==> src/rtl/isa_pkg.sv <==
// ISA constants shared by the decode stage: opcode encodings, instruction field
// positions and opcode class helpers.
package isa_pkg;

   localparam int OPC_W    = 6;
   localparam int OPC_MSB  = 31;
   localparam int OPC_LSB  = 26;
   localparam int SRC1_MSB = 25;
   localparam int SRC1_LSB = 21;
   localparam int RT_MSB   = 20;
   localparam int RT_LSB   = 16;
   localparam int RD_MSB   = 15;
   localparam int RD_LSB   = 11;
   localparam int IMM_MSB  = 15;
   localparam int IMM_LSB  = 0;
   localparam int IMM_W    = 16;

   localparam logic [OPC_W-1:0] OPC_NOP  = 6'b000000;
   localparam logic [OPC_W-1:0] OPC_ADD  = 6'b000001;
   localparam logic [OPC_W-1:0] OPC_SUB  = 6'b000011;
   localparam logic [OPC_W-1:0] OPC_AND  = 6'b000101;
   localparam logic [OPC_W-1:0] OPC_OR   = 6'b000110;
   localparam logic [OPC_W-1:0] OPC_NOR  = 6'b000111;
   localparam logic [OPC_W-1:0] OPC_XOR  = 6'b001000;
   localparam logic [OPC_W-1:0] OPC_SLA  = 6'b001001;
   localparam logic [OPC_W-1:0] OPC_SLL  = 6'b001010;
   localparam logic [OPC_W-1:0] OPC_SRA  = 6'b001011;
   localparam logic [OPC_W-1:0] OPC_SRL  = 6'b001100;
   localparam logic [OPC_W-1:0] OPC_ADDI = 6'b100000;
   localparam logic [OPC_W-1:0] OPC_LD   = 6'b100100;
   localparam logic [OPC_W-1:0] OPC_ST   = 6'b100101;
   localparam logic [OPC_W-1:0] OPC_BEZ  = 6'b101000;
   localparam logic [OPC_W-1:0] OPC_BNE  = 6'b101001;
   localparam logic [OPC_W-1:0] OPC_JMP  = 6'b101010;

   // R-type formats have a clear opcode MSB; everything else carries an immediate
   function automatic logic is_rtype(input logic [OPC_W-1:0] op);
      return (op[OPC_W-1] == 1'b0);
   endfunction

   function automatic logic writes_reg(input logic [OPC_W-1:0] op);
      logic w;
      case (op)
         OPC_ADD, OPC_SUB, OPC_AND, OPC_OR, OPC_NOR, OPC_XOR,
         OPC_SLA, OPC_SLL, OPC_SRA, OPC_SRL:   w = 1'b1;
         OPC_ADDI, OPC_LD:                     w = 1'b1;
         OPC_NOP, OPC_ST:                      w = 1'b0;
         OPC_BEZ, OPC_BNE, OPC_JMP:            w = 1'b0;
         default:                              w = 1'b0;
      endcase
      return w;
   endfunction

endpackage

==> src/rtl/register_file.sv <==
// Two-read, one-write register file with same-cycle write-through bypass.
// Entry 0 always reads zero and is never written; contents survive reset.
module register_file #(
   parameter int REG_COUNT = 32,
   parameter int DATA_W    = 32,
   parameter int AW        = $clog2(REG_COUNT)
) (
   input  logic              clk,
   input  logic [AW-1:0]     ra1,
   input  logic [AW-1:0]     ra2,
   output logic [DATA_W-1:0] rd1,
   output logic [DATA_W-1:0] rd2,
   input  logic              we,
   input  logic [AW-1:0]     wa,
   input  logic [DATA_W-1:0] wd
);

   logic [DATA_W-1:0] regs_r [REG_COUNT];

   // write port; R0 writes are dropped
   always_ff @(posedge clk) begin
      if (we && (wa != {AW{1'b0}})) begin
         regs_r[wa] <= wd;
      end
   end

   // read port 1 with bypass
   always_comb begin
      if (ra1 == {AW{1'b0}}) begin
         rd1 = {DATA_W{1'b0}};
      end else if (we && (wa == ra1)) begin
         rd1 = wd;
      end else begin
         rd1 = regs_r[ra1];
      end
   end

   // read port 2 with bypass
   always_comb begin
      if (ra2 == {AW{1'b0}}) begin
         rd2 = {DATA_W{1'b0}};
      end else if (we && (wa == ra2)) begin
         rd2 = wd;
      end else begin
         rd2 = regs_r[ra2];
      end
   end

endmodule

==> src/rtl/id_branch_stage.sv <==
// Decode stage: IF/ID register, register file, in-ID branch resolution with
// fetch redirect/flush, and the ID/EXE register feeding execute.
module id_branch_stage
   import isa_pkg::*;
#(
   parameter int REG_COUNT = 32,
   parameter int DATA_W    = 32
) (
   input  logic              clk,
   input  logic              rst,
   input  logic [DATA_W-1:0] if_pc,
   input  logic [31:0]       if_instr,
   input  logic              freeze,
   input  logic              wb_en,
   input  logic [4:0]        wb_dest,
   input  logic [DATA_W-1:0] wb_value,
   output logic              br_taken,
   output logic [DATA_W-1:0] br_addr,
   output logic              exe_valid,
   output logic [DATA_W-1:0] exe_pc,
   output logic [OPC_W-1:0]  exe_opcode,
   output logic [DATA_W-1:0] exe_val1,
   output logic [DATA_W-1:0] exe_val2,
   output logic [4:0]        exe_dest,
   output logic              exe_wb_en
);

   localparam logic [DATA_W-1:0] PC_STEP = {{(DATA_W-3){1'b0}}, 3'b100};

   logic              id_valid_r;
   logic [DATA_W-1:0] id_pc_r;
   logic [31:0]       id_instr_r;

   logic [OPC_W-1:0]  opcode_s;
   logic [4:0]        src1_s;
   logic [4:0]        rt_s;
   logic [4:0]        rd_s;
   logic [DATA_W-1:0] imm_s;
   logic [DATA_W-1:0] rd1_s;
   logic [DATA_W-1:0] rd2_s;
   logic              cond_s;
   logic [DATA_W-1:0] target_s;

   register_file #(
      .REG_COUNT (REG_COUNT),
      .DATA_W    (DATA_W)
   ) u_regfile (
      .clk (clk),
      .ra1 (src1_s),
      .ra2 (rt_s),
      .rd1 (rd1_s),
      .rd2 (rd2_s),
      .we  (wb_en),
      .wa  (wb_dest),
      .wd  (wb_value)
   );

   // field extraction; port 2 always reads [20:16], which also serves BNE
   always_comb begin
      opcode_s = id_instr_r[OPC_MSB:OPC_LSB];
      src1_s   = id_instr_r[SRC1_MSB:SRC1_LSB];
      rt_s     = id_instr_r[RT_MSB:RT_LSB];
      rd_s     = id_instr_r[RD_MSB:RD_LSB];
      imm_s    = {{(DATA_W-IMM_W){id_instr_r[IMM_MSB]}}, id_instr_r[IMM_MSB:IMM_LSB]};
   end

   // branch condition and target; suppressed while frozen since operands may be stale
   always_comb begin
      case (opcode_s)
         OPC_BEZ: cond_s = (rd1_s == {DATA_W{1'b0}});
         OPC_BNE: cond_s = (rd1_s != rd2_s);
         OPC_JMP: cond_s = 1'b1;
         default: cond_s = 1'b0;
      endcase
      target_s = id_pc_r + PC_STEP + {imm_s[DATA_W-3:0], 2'b00};
      if (id_valid_r && !freeze && cond_s) begin
         br_taken = 1'b1;
         br_addr  = target_s;
      end else begin
         br_taken = 1'b0;
         br_addr  = {DATA_W{1'b0}};
      end
   end

   // IF/ID register: flush on taken branch, hold on freeze
   always_ff @(posedge clk) begin
      if (rst) begin
         id_valid_r <= 1'b0;
         id_pc_r    <= {DATA_W{1'b0}};
         id_instr_r <= 32'h0000_0000;
      end else if (br_taken) begin
         id_valid_r <= 1'b0;
      end else if (freeze) begin
         id_valid_r <= id_valid_r;
      end else begin
         id_valid_r <= 1'b1;
         id_pc_r    <= if_pc;
         id_instr_r <= if_instr;
      end
   end

   // ID/EXE register: bubble on reset, freeze or empty ID
   always_ff @(posedge clk) begin
      if (rst || freeze || !id_valid_r) begin
         exe_valid  <= 1'b0;
         exe_pc     <= {DATA_W{1'b0}};
         exe_opcode <= {OPC_W{1'b0}};
         exe_val1   <= {DATA_W{1'b0}};
         exe_val2   <= {DATA_W{1'b0}};
         exe_dest   <= 5'd0;
         exe_wb_en  <= 1'b0;
      end else begin
         exe_valid  <= 1'b1;
         exe_pc     <= id_pc_r;
         exe_opcode <= opcode_s;
         exe_val1   <= rd1_s;
         exe_val2   <= is_rtype(opcode_s) ? rd2_s : imm_s;
         exe_dest   <= is_rtype(opcode_s) ? rd_s : rt_s;
         exe_wb_en  <= writes_reg(opcode_s);
      end
   end

endmodule

==> config.mk <==
export PLATFORM = sky130hd
export DESIGN_NAME = id_branch_stage
export DESIGN_NICKNAME = d
export VERILOG_FILES = /design/src/rtl/isa_pkg.sv /design/src/rtl/register_file.sv /design/src/rtl/id_branch_stage.sv
export SDC_FILE = /design/constraint.sdc
export NUM_CORES = 2
export LEC_CHECK = 0
export BUFFER_PORTS_ARGS = -buffer_cell sky130_fd_sc_hd__clkbuf_2
export CAP_MARGIN = 0
export CORE_UTILIZATION = 63
export DETAILED_ROUTE_END_ITERATION = 16
export GPL_ROUTABILITY_DRIVEN = 0
export PLACE_DENSITY_LB_ADDON = 0.25
export SYNTH_ARGS = -nofsm -noshare
export SYNTH_HDL_FRONTEND = slang
export SYNTH_HIERARCHICAL = 1
export SYNTH_SLANG_ARGS = --single-unit
==> constraint.sdc <==
create_clock -name clk -period 7.4 [get_ports clk]
set_clock_uncertainty 0.05 [all_clocks]
set_input_delay 1.11 -clock clk [delete_from_list [all_inputs] [get_ports clk]]
set_output_delay 1.11 -clock clk [all_outputs]
set_load 0.02 [all_outputs]
Yosys cells after proc, flatten, opt, wreduce, memory -nomap -nowiden
Memory sizes are Yosys's and may differ from the RTL's. A register that Yosys moved wholly into a read port is not among the register bits.
Index checks and enable logic that the tools add are counted.
{"block": "op_classes", "add_sub_neg": 2, "eq_ne": 6, "n_mux": 16, "n_bitwise": 2, "reduce_logical": 15}
{"cell": "$mux 32", "count": 6}
{"cell": "$add 32x3->32 const B", "count": 1}
{"cell": "$add 32x32->32", "count": 1}
{"cell": "$logic_not 32->1", "count": 1}
{"cell": "$ne 32x32->1", "count": 1}
{"cell": "$mux 5", "count": 5}
{"cell": "$eq 6x6->1 const B", "count": 3}
{"cell": "$eq 5x5->1", "count": 2}
{"cell": "$logic_not 5->1", "count": 2}
{"cell": "$logic_and 1x1->1", "count": 5}
{"cell": "$reduce_bool 5->1", "count": 1}
{"cell": "$mux 1", "count": 4}
{"cell": "$pmux 1 s3", "count": 1}
{"cell": "$logic_not 1->1", "count": 2}
{"cell": "$logic_or 1x1->1", "count": 2}
{"cell": "$not 1->1", "count": 2}
{"cell": "$reduce_and 2->1", "count": 1}
{"cell": "$reduce_or 2->1", "count": 1}
{"block": "word_totals", "regBits": 173, "ramBits": 1024, "mem_bits_ro": 64, "memories": 2}
{"memory": "u_regfile.regs_r", "words": 32, "word_bits": 32, "rd": 2, "rd_clocked_by_memory_dff": 2, "write_ports": 1, "line": "register_file.sv:18", "rtl": "logic [DATA_W-1:0] regs_r [REG_COUNT];"}
{"memory": "(name not given)", "words": 64, "word_bits": 1, "rd": 1, "rd_clocked_by_memory_dff": 1, "write_ports": 0, "line": "isa_pkg.sv:43", "rtl": "case (op)"}

Depth between registers and ports, before layout
{"block": "depth", "depth_word": 12, "ltp_mapped": 19, "depth_no_buf": 13}

By module
Netlist, hierarchy kept.
{"module": "register_file", "n_inst": 1, "cells_each": 2520, "area_per_inst_um2": 47869.7, "seq_area_each_um2": 30749.5}
{"module": "id_branch_stage", "n_inst": 1, "cells_each": 845, "area_per_inst_um2": 8150.3, "seq_area_each_um2": 3483.3}

Least setup slack after synthesis
OpenSTA, ideal clock, no wires.
{"block": "synth_timing", "path_kind": "input port to output port", "startpoint": "input port wb_dest[4]", "endpoint": "output port br_addr[7]", "arrival_time_ns": 4.405, "required_time_ns": 6.240, "path_slack_ns": 1.835, "stages": 12, "path_buffers": 2, "path_cell_list": "clkbuf_1 > xnor2_1 > nand4_1 > o21bai_1 > clkbuf_1 > a21oi_1 > a22o_1 > nor4_1 > nand4_1 > nor3_1 > o2111ai_1 > a2111oi_0"}
{"block": "synth_via", "elab_chain_len": 8, "elab_cells_between_ends": 13, "classes_between": "eq/ne (3); mux (6); reduce/logical (4)"}
{"element": "start: declaration", "line": "id_branch_stage.sv:15", "rtl": "input logic [4:0] wb_dest,"}
{"element": "$eq 5x5->1 (*)", "line": "register_file.sv:31", "rtl": "end else if (we && (wa == ra1)) begin"}
{"element": "$logic_and 1x1->1 (*)", "line": "register_file.sv:31"}
{"element": "$mux 32 (*)", "line": "register_file.sv:31"}
{"element": "$mux 32 (*)", "line": "register_file.sv:29", "rtl": "if (ra1 == {AW{1'b0}}) begin"}
{"element": "named net rd1_s[4]", "line": "id_branch_stage.sv:39", "rtl": "logic [DATA_W-1:0] rd1_s;"}
{"element": "$ne 32x32->1 / $logic_not 32->1 (equally long branches)", "line": "id_branch_stage.sv:71, id_branch_stage.sv:70"}
{"element": "$pmux 1 s3 (*)", "line": "id_branch_stage.sv:69", "rtl": "case (opcode_s)"}
{"element": "$logic_and 1x1->1 (*)", "line": "id_branch_stage.sv:76", "rtl": "if (id_valid_r && !freeze && cond_s) begin"}
{"element": "$mux 32 (*)", "line": "id_branch_stage.sv:76"}
{"element": "end: declaration", "line": "id_branch_stage.sv:18", "rtl": "output logic [DATA_W-1:0] br_addr,"}
The timed path passes the listed nets; every way through them passes the cells marked *.

Worst setup path in the final report
{"block": "layout_timing", "startpoint": "register id_instr_r[20]", "endpoint": "output port br_addr[22]"}
{"block": "layout_via", "elab_chain_len": 8, "elab_cells_between_ends": 9, "classes_between": "eq/ne (2); mux (4); reduce/logical (3)"}
{"element": "start: declaration", "line": "id_branch_stage.sv:32", "rtl": "logic [31:0] id_instr_r;"}
{"element": "start signal: assignment", "line": "id_branch_stage.sv:98", "rtl": "id_instr_r <= if_instr;"}
{"element": "$eq 5x5->1", "line": "register_file.sv:42", "rtl": "end else if (we && (wa == ra2)) begin"}
{"element": "$logic_and 1x1->1", "line": "register_file.sv:42"}
{"element": "$mux 32", "line": "register_file.sv:42"}
{"element": "$mux 32 (*)", "line": "register_file.sv:40", "rtl": "if (ra2 == {AW{1'b0}}) begin"}
{"element": "named net rd2_s[17]", "line": "id_branch_stage.sv:40", "rtl": "logic [DATA_W-1:0] rd2_s;"}
{"element": "$ne 32x32->1 (*)", "line": "id_branch_stage.sv:71", "rtl": "OPC_BNE: cond_s = (rd1_s != rd2_s);"}
{"element": "$pmux 1 s3 (*)", "line": "id_branch_stage.sv:69"}
{"element": "$logic_and 1x1->1 (*)", "line": "id_branch_stage.sv:76"}
{"element": "$mux 32 (*)", "line": "id_branch_stage.sv:76"}
Marks and branches as above.

==> flow_summary.yaml <==
final_layout:
  area_growth_pct: 12.75
  final_net_count: 3836
  final-instance-count-excl-fill: 4936
  layout_commonest_cell: "edfxtp_1"
  layout.cells.most_common_list: "edfxtp_1 (1,024), mux4_2 (417), mux2i_1 (294)"
  drive_gt1_frac: 0.2944
timing:
  timing_worst_slew_pin_value_ns: 1.431
  fin_crit_sh: 0.9954
  finalHoldViolCount: 0
  setup_viol: 0
  max_freq_mhz: 135.8
  whs_ns: 0.4283
  max-slew-margin-rel: 0.02113
  layout_min_cycle_time_ns: 7.366
  final_max_slew_viol_count: 0
job:
  cap_violations: 1
clock_network:
  cts_root_buffer: "clkbuf_16"
  htree_levels: 3
  total_clock_buffers_created_by_cts: 118
  clock_tree_from_tritoncts: "yes"
  clk_transition_reported_paths_ns: 0.07
  number_of_buffers_between_clock_root_and_the_deepest_sink: 3
  worstSkewPairLatency_ns: 0.74
  ctsHoldBuffers: 0
  cts.sinks: 1198
placement:
  numPlacedInstances: 4697
  buffer_ports.inserted: 246
  post-dp-hpwl_um: 110200
floorplan:
  core_area_um2: 87430
  die_outline_area_um2: 90120
  height_of_the_chip_um: 300.2
  placement_rows: 108
  pin_count: 247
  dieWidth_um: 300.2
  start_util: 0.6407
run_status:
  failed_checks: "capacitance limit"
  outcome: "complete, but fails checks"
yosys:
  synth_area_leader_cell: "edfxtp_1"
  yosys-top-cells-area: "edfxtp_1 (55%), mux4_2 (17%), dfxtp_1 (6.2%)"
  synth.lib_cells_used.distinct: 76
  seq_total_area_yosys: 0.6111
  number_of_flops_mapped_to_enable_cells_by_yosys: 1024
  synth_ff_type: "edfxtp_1"
  yosysWarnings: 6
  postSynthCellCount: 3365
  post_synth.cell_area_avg_um2: 16.65
  post_synth_instance_area_um2: 56020
  ys_seq_elements: 1198
  yosys.area.top_type_share: 0.5489
  async_flop_share: 0
drt:
  wl_per_cell_um: 37.64
  num_vias: 38078
  route.detailed.drc: 0
  drt_initial_violations: 6578
  drt-vias-per-instance: 7.714
  detailedRoute.firstPassIterationCount: 10
  postRouteWirelength_um: 185800
  ant_nets: 0
power_and_ir_drop:
  total_switching_power_mw: 3.826
  power_frac_seq: 0.490
  worst_supply_voltage_drop_on_vdd_mv: 0.2393
  power_switching_share: 0.2485
  comb_power_share: 0.114
  power.leakage_nw: 21.19
  power_density_nw_per_um2: 243.8
  clock_power_share: 0.396
  intPower_mw: 11.57
  tot_pwr_mw: 15.40
worst_setup_path:
  required_ns: 6.24
  cp_launch_type: "flip-flop"
  timing_worst_setup_path_type: "flip-flop to primary output"
  cp_max_fo: 10
  setup.reg_to_reg.worst_slack_ns: 1.06
  worstPathArrival_ns: 6.21
  crit_path_end_kind: "primary output"
grt:
  overflow: 0
  grt_max_degree: 99
  global_route.usage.total: 0.4114
  grt_pass1_wl_um: 261700
  antenna_violations_before_repair: 12
  first_global_vias: 37159
hold_path:
  timing.hold.worst.class: "flip-flop to flip-flop"
## cells by family (layout without fill, tap and decap cells)
group           count (synthesis)  after routing  share of synthesized area
flops                        1198           1198                     0.6111
mux                           741            741                     0.2262
compound gates                526            526                    0.06817
simple gates                  513            513                    0.04536
buf+inv                       261            642                    0.02555
xor+xnor                       67             67                    0.01048
fa+ha+maj                      58             58                    0.01309
other cells                     1             36                 0.00006694
## critical path: stages, from the launching register on
cell       delay (ns)
dfxtp_1          0.88
buf_4            0.42
nand3b_1         0.15
buf_4            0.22
o21ai_0          0.11
a2111oi_0        0.88
nor2_1           0.12
a21oi_1          0.64
xor2_1           0.14
nor4_1           0.38
nand4_1          0.21
nor4_4           0.55
nor2_1           0.09
buf_4            0.19
buf_4            0.17
and2_1           0.15
clkbuf_2         0.15
## through the flow
stage                     TNS (ns)  setup WS (ns)  instance area [µm²]    util
after floorplan                  0          1.835                56140       -
after global placement           0         0.4416                59020  0.6751
after detailed placement         0         0.4487                59030  0.6752
after CTS                        0        0.08849                63020  0.7208
after global routing      -0.01238       -0.01238                63160  0.7224
final                            0        0.03378                63160  0.7225
## power by group through the flow
stage                     clock, mW  sequential, mW  combinational (mW)
after floorplan                   0            7.64                1.04
after global placement            0            7.67                1.62
after detailed placement          0            7.68                1.65
after CTS                      6.10            7.54                1.67
after global routing           6.37            7.54                1.79
final                          6.10            7.54                1.76
## layout make-up
| class | instances | area (µm²) |
|---|---|---|
| Multi-Input combinational cell | 1937 | 20790 |
| Clock buffer | 166 | 3413 |
| Inverter | 13 | 48.80 |
| Tap cell | 1155 | 1445 |
| Antenna cell | 4 | 10.01 |
| Fill cell | 5263 | 24270 |
| Sequential cell | 1198 | 34260 |
| Clock inverter | 58 | 539.3 |
| Timing Repair Buffer | 405 | 2661 |
## Yosys cell counts, types with 26 or more instances
| library cell | number |
|---|---|
| nor3_1 | 37 |
| a221oi_1 | 27 |
| clkbuf_1 | 109 |
| dfxtp_1 | 174 |
| ha_1 | 57 |
| o21ai_0 | 54 |
| o221ai_1 | 30 |
| xor2_1 | 39 |
| a22oi_1 | 81 |
| and2_1 | 86 |
| buf_2 | 60 |
| a22o_1 | 48 |
| mux4_2 | 417 |
| mux2_2 | 30 |
| edfxtp_1 | 1024 |
| a21o_1 | 28 |
| nor2_1 | 186 |
| mux2i_1 | 294 |
| a21oi_1 | 80 |
| a2111oi_0 | 26 |
| nand2_1 | 77 |
| buf_4 | 38 |
| xnor2_1 | 28 |
| o22ai_1 | 41 |
## routing by layer
metal  up-vias  track usage  wire length (µm)  part of all wire
met5         -            0               121           0.00065
met4        20       0.2272             12880             0.069
met3       889       0.1732             32190              0.17
met2      3822       0.5966             80260              0.43
met1     18902       0.5272             60330              0.32
li1      14445            -                 -                 -
## flip-flops by register name, summed over array words and instances, names as in the netlist
register,cells
id_pc_r,32
exe_opcode,6
id_valid_r,1
u_regfile/regs_r,1024
id_instr_r,32
exe_valid,1
exe_val2,32
exe_dest,5
exe_pc,32
exe_wb_en,1
exe_val1,32
## what timing repair did
item,in CTS,in global routing
cloned,0,1
endpoints found under the setup margin,32,23
setup buffers,1,8
endpoints found under the hold margin,0,0
gates resized for setup,3,2
## final timing paths
check                                                 start                           to  cells after the start
worst max-delay path            id_instr_r[20]$_SDFFE_PP0P_                  br_addr[22]                     16
worst min-delay path                id_pc_r[2]$_SDFFE_PP0P_         exe_pc[2]$_SDFF_PN0_                      2
worst max register to register  id_instr_r[20]$_SDFFE_PP0P_  id_instr_r[28]$_SDFFE_PP0P_                     16
worst min register to register      id_pc_r[2]$_SDFFE_PP0P_         exe_pc[2]$_SDFF_PN0_                      2
Note: power is estimated with default switching activity, not from simulation.
